**src/rtl/fir_decim_out.sv**
```systemverilog
// fir_decim_out: block-average decimator with registered-head output FIFO; FIR_DECIM_ROUND_EN enables round-half-up
module fir_decim_out #(
  parameter int LOG2_DECIM = 2,
  parameter int LOG2_DEPTH = 2
) (
  input  logic                  clk,
  input  logic                  rst_n,
  input  logic [7:0]            i_y,
  input  logic                  i_valid,
  output logic [7:0]            o_data,
  output logic                  o_valid,
  input  logic                  i_ready,
  output logic                  o_ovf,
  output logic [LOG2_DEPTH:0]   o_level
);
  localparam int W = 8 + LOG2_DECIM;
  localparam int P = LOG2_DEPTH + 1;
  localparam int DEPTH = 1 << LOG2_DEPTH;
  logic [W-1:0] acc, sum, rnd;
  logic [LOG2_DECIM-1:0] cnt;
  logic [7:0] mem [DEPTH];
  logic [P-1:0] wr_ptr, rd_ptr, rd_next;
  logic [7:0] result, head_next;
  logic last, full, do_push, do_pop, wr_en;
  assign sum = acc + W'(i_y);
`ifdef FIR_DECIM_ROUND_EN
  assign rnd = sum + W'(1 << (LOG2_DECIM - 1));
`else
  assign rnd = sum;
`endif
  assign result = rnd[W-1:LOG2_DECIM];
  assign last = cnt == '1;
  assign o_level = wr_ptr - rd_ptr;
  assign o_valid = wr_ptr != rd_ptr;
  assign full = (wr_ptr ^ rd_ptr) == {1'b1, {LOG2_DEPTH{1'b0}}};
  assign do_push = i_valid && last;
  assign do_pop = o_valid && i_ready;
  assign wr_en = do_push && (!full || do_pop);
  assign rd_next = rd_ptr + P'(do_pop);
  // a push into a FIFO that is (or becomes) empty bypasses straight to the head register
  assign head_next = (wr_en && rd_next == wr_ptr) ? result : mem[rd_next[LOG2_DEPTH-1:0]];
  always_ff @(posedge clk)
    if (wr_en) mem[wr_ptr[LOG2_DEPTH-1:0]] <= result;
  always_ff @(posedge clk) begin
    if (!rst_n) begin
      acc <= '0;
      cnt <= '0;
      wr_ptr <= '0;
      rd_ptr <= '0;
      o_data <= '0;
      o_ovf <= 1'b0;
    end else begin
      if (i_valid) begin
        acc <= last ? '0 : sum;
        cnt <= last ? '0 : cnt + 1'b1;
      end
      wr_ptr <= wr_ptr + P'(wr_en);
      rd_ptr <= rd_next;
      o_data <= head_next;
      if (do_push && full && !do_pop) o_ovf <= 1'b1;
    end
  end
endmodule

```
**config.mk**
```make
export PLATFORM = sky130hd
export DESIGN_NAME = fir_decim_out
export DESIGN_NICKNAME = d
export VERILOG_FILES = /design/src/rtl/fir_decim_out.sv
export SDC_FILE = /design/constraint.sdc
export NUM_CORES = 1
export LEC_CHECK = 0
export CORE_AREA = 2 2 81 83
export DETAILED_ROUTE_END_ITERATION = 10
export DIE_AREA = 0 0 83 85
export SKIP_CTS_REPAIR_TIMING = 1
export SYNTH_ARGS = -nofsm -noshare
export SYNTH_HDL_FRONTEND = slang
export SYNTH_SLANG_ARGS = --single-unit
export TNS_END_PERCENT = 100
```
**constraint.sdc**
```tcl
create_clock -name clk -period 3.1 [get_ports clk]
set_input_delay 0.465 -clock clk [delete_from_list [all_inputs] [get_ports clk]]
set_output_delay 0.465 -clock clk [all_outputs]
set_load 0.02 [all_outputs]
```
==> results_dict.tcl, run 1 <==
set metrics [dict create \
    p_seq_frac 0.505 \
    reg2reg_to "o_data[1]$_SDFF_PN0_" \
    slew_violations 0 \
    ys_ff_latch 59 \
    skew_ns 0.00820 \
    die_w_um 83 \
    grt_pass1_wl_mm 7.95 \
    avgSynthCellArea_um2 12.9 \
    synth.top_cells.by_count "32 x edfxtp_1, 27 x dfxtp_1, 17 x nor2_1, 14 x ha_1, 14 x inv_1" \
    ff2ff_path_depth 9 \
    cts_buffer_depth 2 \
    drc_errors 0 \
    netlist.area_leader.share 0.354 \
    first_pass_iters 4 \
    cts_root_buffer "clkbuf_8" \
    cts_buffers 9 \
    die_area_mm2 0.00706 \
    cp_max_fo 5 \
    cts_max_level 3 \
    pwr-share-clk 0.352 \
    clk_pin_slew_ns 0.06 \
    yosys.area.top_type "edfxtp_1" \
    ys_warn_count 0 \
    clk_latency_ns 0.33 \
    hold_viol 0 \
    period_minus_slack_ns 2.66 \
    core_region_area_mm2 0.00620 \
    final_layout_size_suffix_gt1_frac 0.136 \
    pin_count 25 \
    synth_edf_count 32 \
    crit-reg2reg-launch "wr_ptr[0]$_SDFF_PN0_" \
    dp_cells 311 \
    p_int_uw 1320 \
    finalWirelength_mm 4.81 \
    grt-ovfl-total 0 \
    power_leakage_uw 0.00125 \
    fmax_ghz 0.375 \
    post-route-period-util 0.859 \
    cp-end-kind "output pin" \
    finalSetupTns_ns 0 \
    synthFlopType "edfxtp_1" \
    crit_arrival_ns 2.20 \
    worstHoldPathType "register to register" \
    grt_pass1_vias 1617 \
    start_kind "register" \
    max_slew_margin 0.635 \
    grt_start_max_net_pins 15 \
    tightest_slew_ns 0.545 \
    crit_required_ns 2.63 \
    num_antenna_cells 0 \
    cts_tree "done" \
    ys_async_sr_fraction 0 \
    dp_hpwl_mm 3.39 \
    grt_usage 0.148 \
    reg2reg_slack_ns 0.55 \
    irDropWorstVdd_uv 328 \
    multi_input_area_mm2 0.00114 \
    drtIter0Drc 66 \
    synthCells 210 \
    vias 1675 \
    start_util 0.438 \
    p_switching_uw 444 \
    synth_fp_nets 238 \
    synth.cell_area_mm2 0.00272 \
    p_comb_frac 0.142 \
    cap_violations 0 \
    gp_congestion 0.807 \
    avgViaCountPerCell 5.12 \
    numClockSinks 59 \
    rsz0062_at_grt "no" \
    die-height_um 85 \
    ys_types 38 \
    routedWlPerCell_um 14.7 \
    antenna_found_initial 0 \
    fillCellCount 545 \
    yosysMostFrequentCell "edfxtp_1" \
    outcome "finished, final reports clean" \
    switching_share 0.252 \
    nets 273 \
    area_delta_synth_final_pct 19.5 \
    portBuffers 24 \
    worstSetupEndpoint "o_level[2]" \
    ant_nets 0 \
    setup_violations 0 \
    final_cell_count_no_fill 327 \
    yosys-top-cells-area "edfxtp_1 35%, dfxtp_1 20%, mux4_2 6.6%" \
    setup.worst_path.class "register to output pin" \
    crit_start "wr_ptr[0]$_SDFF_PN0_" \
    layout.area.seq_mm2 0.00150 \
    num_rows 29 \
    p_per_area_mw_per_mm2 543 \
    fin_util 0.523 \
    yosysSeqAreaShare 0.552 \
]
layout by cell type (no fill, tap or decap), types with 6 or more instances in the layout:
master           instances
edfxtp_1                32
dfxtp_1                 27
clkdlybuf4s50_1         24
nor2_1                  17
inv_1                   14
ha_1                    14
nor2b_1                 11
clkbuf_8                11
a21oi_1                 10
mux4_2                   8
xor2_1                   6
xnor2_1                  6
o21ai_0                  6
nand2_1                  6
and3_1                   6
layout make-up:
class | count | share of cell area
repair buffers | 29 | 0.0855
flip-flops and latches | 59 | 0.462
well taps | 77 | 0.0297
clock buffers | 13 | 0.0489
clock inverters | 3 | 0.00462
multi-input cells | 132 | 0.353
inverters | 14 | 0.0162
cells by family (layout without fill, tap and decap cells):
logic type / after synthesis / after routing / synth area share
xor+xnor: 15 / 15 / 0.0635
buf+inv: 19 / 59 / 0.0262
mux: 10 / 10 / 0.0737
fa+ha+maj: 16 / 16 / 0.0792
flops: 59 / 59 / 0.552
simple gates: 56 / 56 / 0.111
compound gates: 35 / 35 / 0.0935
power groups by stage:
stage	Sequential, uW	Combinational [uW]	Clock, uW
finish	891	251	621
global route	894	280	669
CTS	891	253	633
detailed placement	908	253	0
global placement	908	250	0
floorplan	912	162	0
per-layer routing:
metal  vias up  track usage  part of all wire
li1        839            -                 -
met1       792        0.198              0.48
met2        38        0.223              0.45
met3         6       0.0564             0.052
met4         0       0.0537             0.016
met5         -            0                 0
through the flow:
| step | instance area, um2 | setup slack (ns) | hold WS, ns | power (uW) |
|---|---|---|---|---|
| CTS | 3250 | 0.419 | 0.482 | 1780 |
| detailed placement | 3070 | 0.256 | 0.468 | 1160 |
| global placement | 3070 | 0.301 | 0.462 | 1160 |
| floorplan | 2720 | 0.521 | 0.457 | 1070 |
| global route | 3250 | 0.310 | 0.505 | 1840 |
| finish | 3250 | 0.436 | 0.471 | 1760 |
worst min-delay path by stage:
stage                              from             endpoint  slack [ns]  cells after the start
floorplan           acc[7]$_SDFFE_PN0P_  acc[7]$_SDFFE_PN0P_        0.46                      2
global placement     o_ovf$_SDFFE_PN0P_   o_ovf$_SDFFE_PN0P_        0.46                      2
detailed placement   o_ovf$_SDFFE_PN0P_   o_ovf$_SDFFE_PN0P_        0.47                      2
CTS                  o_ovf$_SDFFE_PN0P_   o_ovf$_SDFFE_PN0P_        0.48                      2
global route         o_ovf$_SDFFE_PN0P_   o_ovf$_SDFFE_PN0P_        0.51                      2
finish               o_ovf$_SDFFE_PN0P_   o_ovf$_SDFFE_PN0P_        0.47                      2
sequential cells by signal, indices dropped and copies added, names as in the netlist:
| signal | flops |
|---|---|
| o_ovf | 1 |
| o_data | 8 |
| wr_ptr | 3 |
| cnt | 2 |
| acc | 10 |
| mem | 32 |
| rd_ptr | 3 |
worst max-delay path: stages, from the launching register on:
cell and delay [ns]:
dfxtp_1 0.40, inv_1 0.10, ha_1 0.22, fa_1 0.38, xnor2_1 0.16, clkdlybuf4s50_1 0.62
Power figures use the tool's default switching activity.
==> run 2: changes to the inputs <==
clock period = 3.2 ns   (was 3.1 ns; I/O delays follow)
==> results_dict.tcl, run 2 (synthesis gave the netlist of run 1 again) <==
set metrics [dict create \
    outcome "finished, final reports clean" \
    gp_congestion 0.792 \
    max_slew_margin 0.632 \
    worstHoldPathType "register to register" \
    setup_violations 0 \
    start_kind "register" \
    setup.worst_path.class "register to output pin" \
    cts_max_level 3 \
    cts_buffer_depth 2 \
    vias 1654 \
    power_leakage_uw 0.00124 \
    routedWlPerCell_um 14.9 \
    crit_required_ns 2.72 \
    num_rows 29 \
    skew_ns 0.00880 \
    clk_pin_slew_ns 0.06 \
    drtIter0Drc 45 \
    p_per_area_mw_per_mm2 521 \
    hold_viol 0 \
    period_minus_slack_ns 2.66 \
    start_util 0.438 \
    tightest_slew_ns 0.552 \
    nets 272 \
    dp_hpwl_mm 3.42 \
    largest_register_ffs 32 \
    whs_ns 0.473 \
    finalWirelength_mm 4.85 \
    final_common_cell "edfxtp_1" \
    num_antenna_cells 0 \
    grt_usage 0.149 \
    portBuffers 24 \
    die-height_um 85 \
    cp_max_fo 5 \
    cts_buffers 9 \
    clk_latency_ns 0.32 \
    grt-ovfl-total 0 \
    final_cell_count_no_fill 325 \
    grt_pass1_wl_mm 7.88 \
    avgViaCountPerCell 5.09 \
    cap_violations 0 \
    first_pass_iters 4 \
    slew_violations 0 \
    numClockSinks 59 \
    placed_area_mm2 0.00307 \
    drc_errors 0 \
    cp-end-kind "output pin" \
    grt_start_max_net_pins 15 \
    cts_tree "done" \
    ant_nets 0 \
    die_area_mm2 0.00706 \
    antenna_found_initial 0 \
    fmax_ghz 0.376 \
    post-route-period-util 0.830 \
    pin_count 25 \
    fin_area_mm2 0.00324 \
    die_w_um 83 \
    finalSetupTns_ns 0 \
    dp_cells 310 \
    core_region_area_mm2 0.00620 \
    cts_root_buffer "clkbuf_8" \
    area_delta_synth_final_pct 19.1 \
    rsz0062_at_grt "no" \
    irDropWorstVdd_uv 261 \
    grt_pass1_vias 1630 \
    final_layout_size_suffix_gt1_frac 0.133 \
    crit_arrival_ns 2.18 \
    mostFrequentLayoutCells "32 x edfxtp_1, 27 x dfxtp_1, 24 x clkdlybuf4s50_1, 17 x nor2_1" \
]
run 2: cell count changes in the layout (fill, tap and decap cells not counted), sizes merged:
cell and change:
buf -1, clkbuf -1
run 2: stage by stage:
stage               worst slack, ns  total power [uW]  utilization
floorplan                     0.621              1040            -
global placement              0.379              1120        0.494
detailed placement            0.348              1120        0.494
CTS                           0.522              1710        0.521
global route                  0.421              1770        0.521
finish                        0.544              1690        0.521
run 2: per-layer routing:
layer,track usage,vias to the layer above,wire length (um)
li1,-,830,-
met1,0.183,781,2290
met2,0.240,37,2300
met3,0.0574,6,179
met4,0.0551,0,74
met5,0,-,0
run 2: area by class of cell:
class | instances | area (um2)
Fill cell | 546 | 2970
Multi-Input combinational cell | 132 | 1140
Clock inverter | 3 | 15.0
Clock buffer | 12 | 155
Timing Repair Buffer | 28 | 270
Tap cell | 77 | 96.3
Sequential cell | 59 | 1500
Inverter | 14 | 52.6
run 2: worst paths after layout:
kind                        startpoint              endpoint  slack [ns]  depth (start not counted)
setup / recovery  wr_ptr[0]$_SDFF_PN0_            o_level[2]        0.54                          5
hold / removal      o_ovf$_SDFFE_PN0P_    o_ovf$_SDFFE_PN0P_        0.47                          2
setup reg to reg  wr_ptr[0]$_SDFF_PN0_  o_data[1]$_SDFF_PN0_        0.66                          9
hold reg to reg     o_ovf$_SDFFE_PN0P_    o_ovf$_SDFFE_PN0P_        0.47                          2
run 2: worst max-delay path, stage by stage, from the launching register on:
cell	delay (ns)
dfxtp_1	0.40
inv_1	0.09
ha_1	0.21
fa_1	0.37
xnor2_1	0.16
clkdlybuf4s50_1	0.62
run 2: report_power, final:
| part | leakage, uW | switching, uW | internal (uW) | total (uW) |
|---|---|---|---|---|
| clock network | 0.0000920 | 269 | 315 | 584 |
| registers | 0.000505 | 12.4 | 851 | 863 |
| logic | 0.000644 | 135 | 103 | 238 |
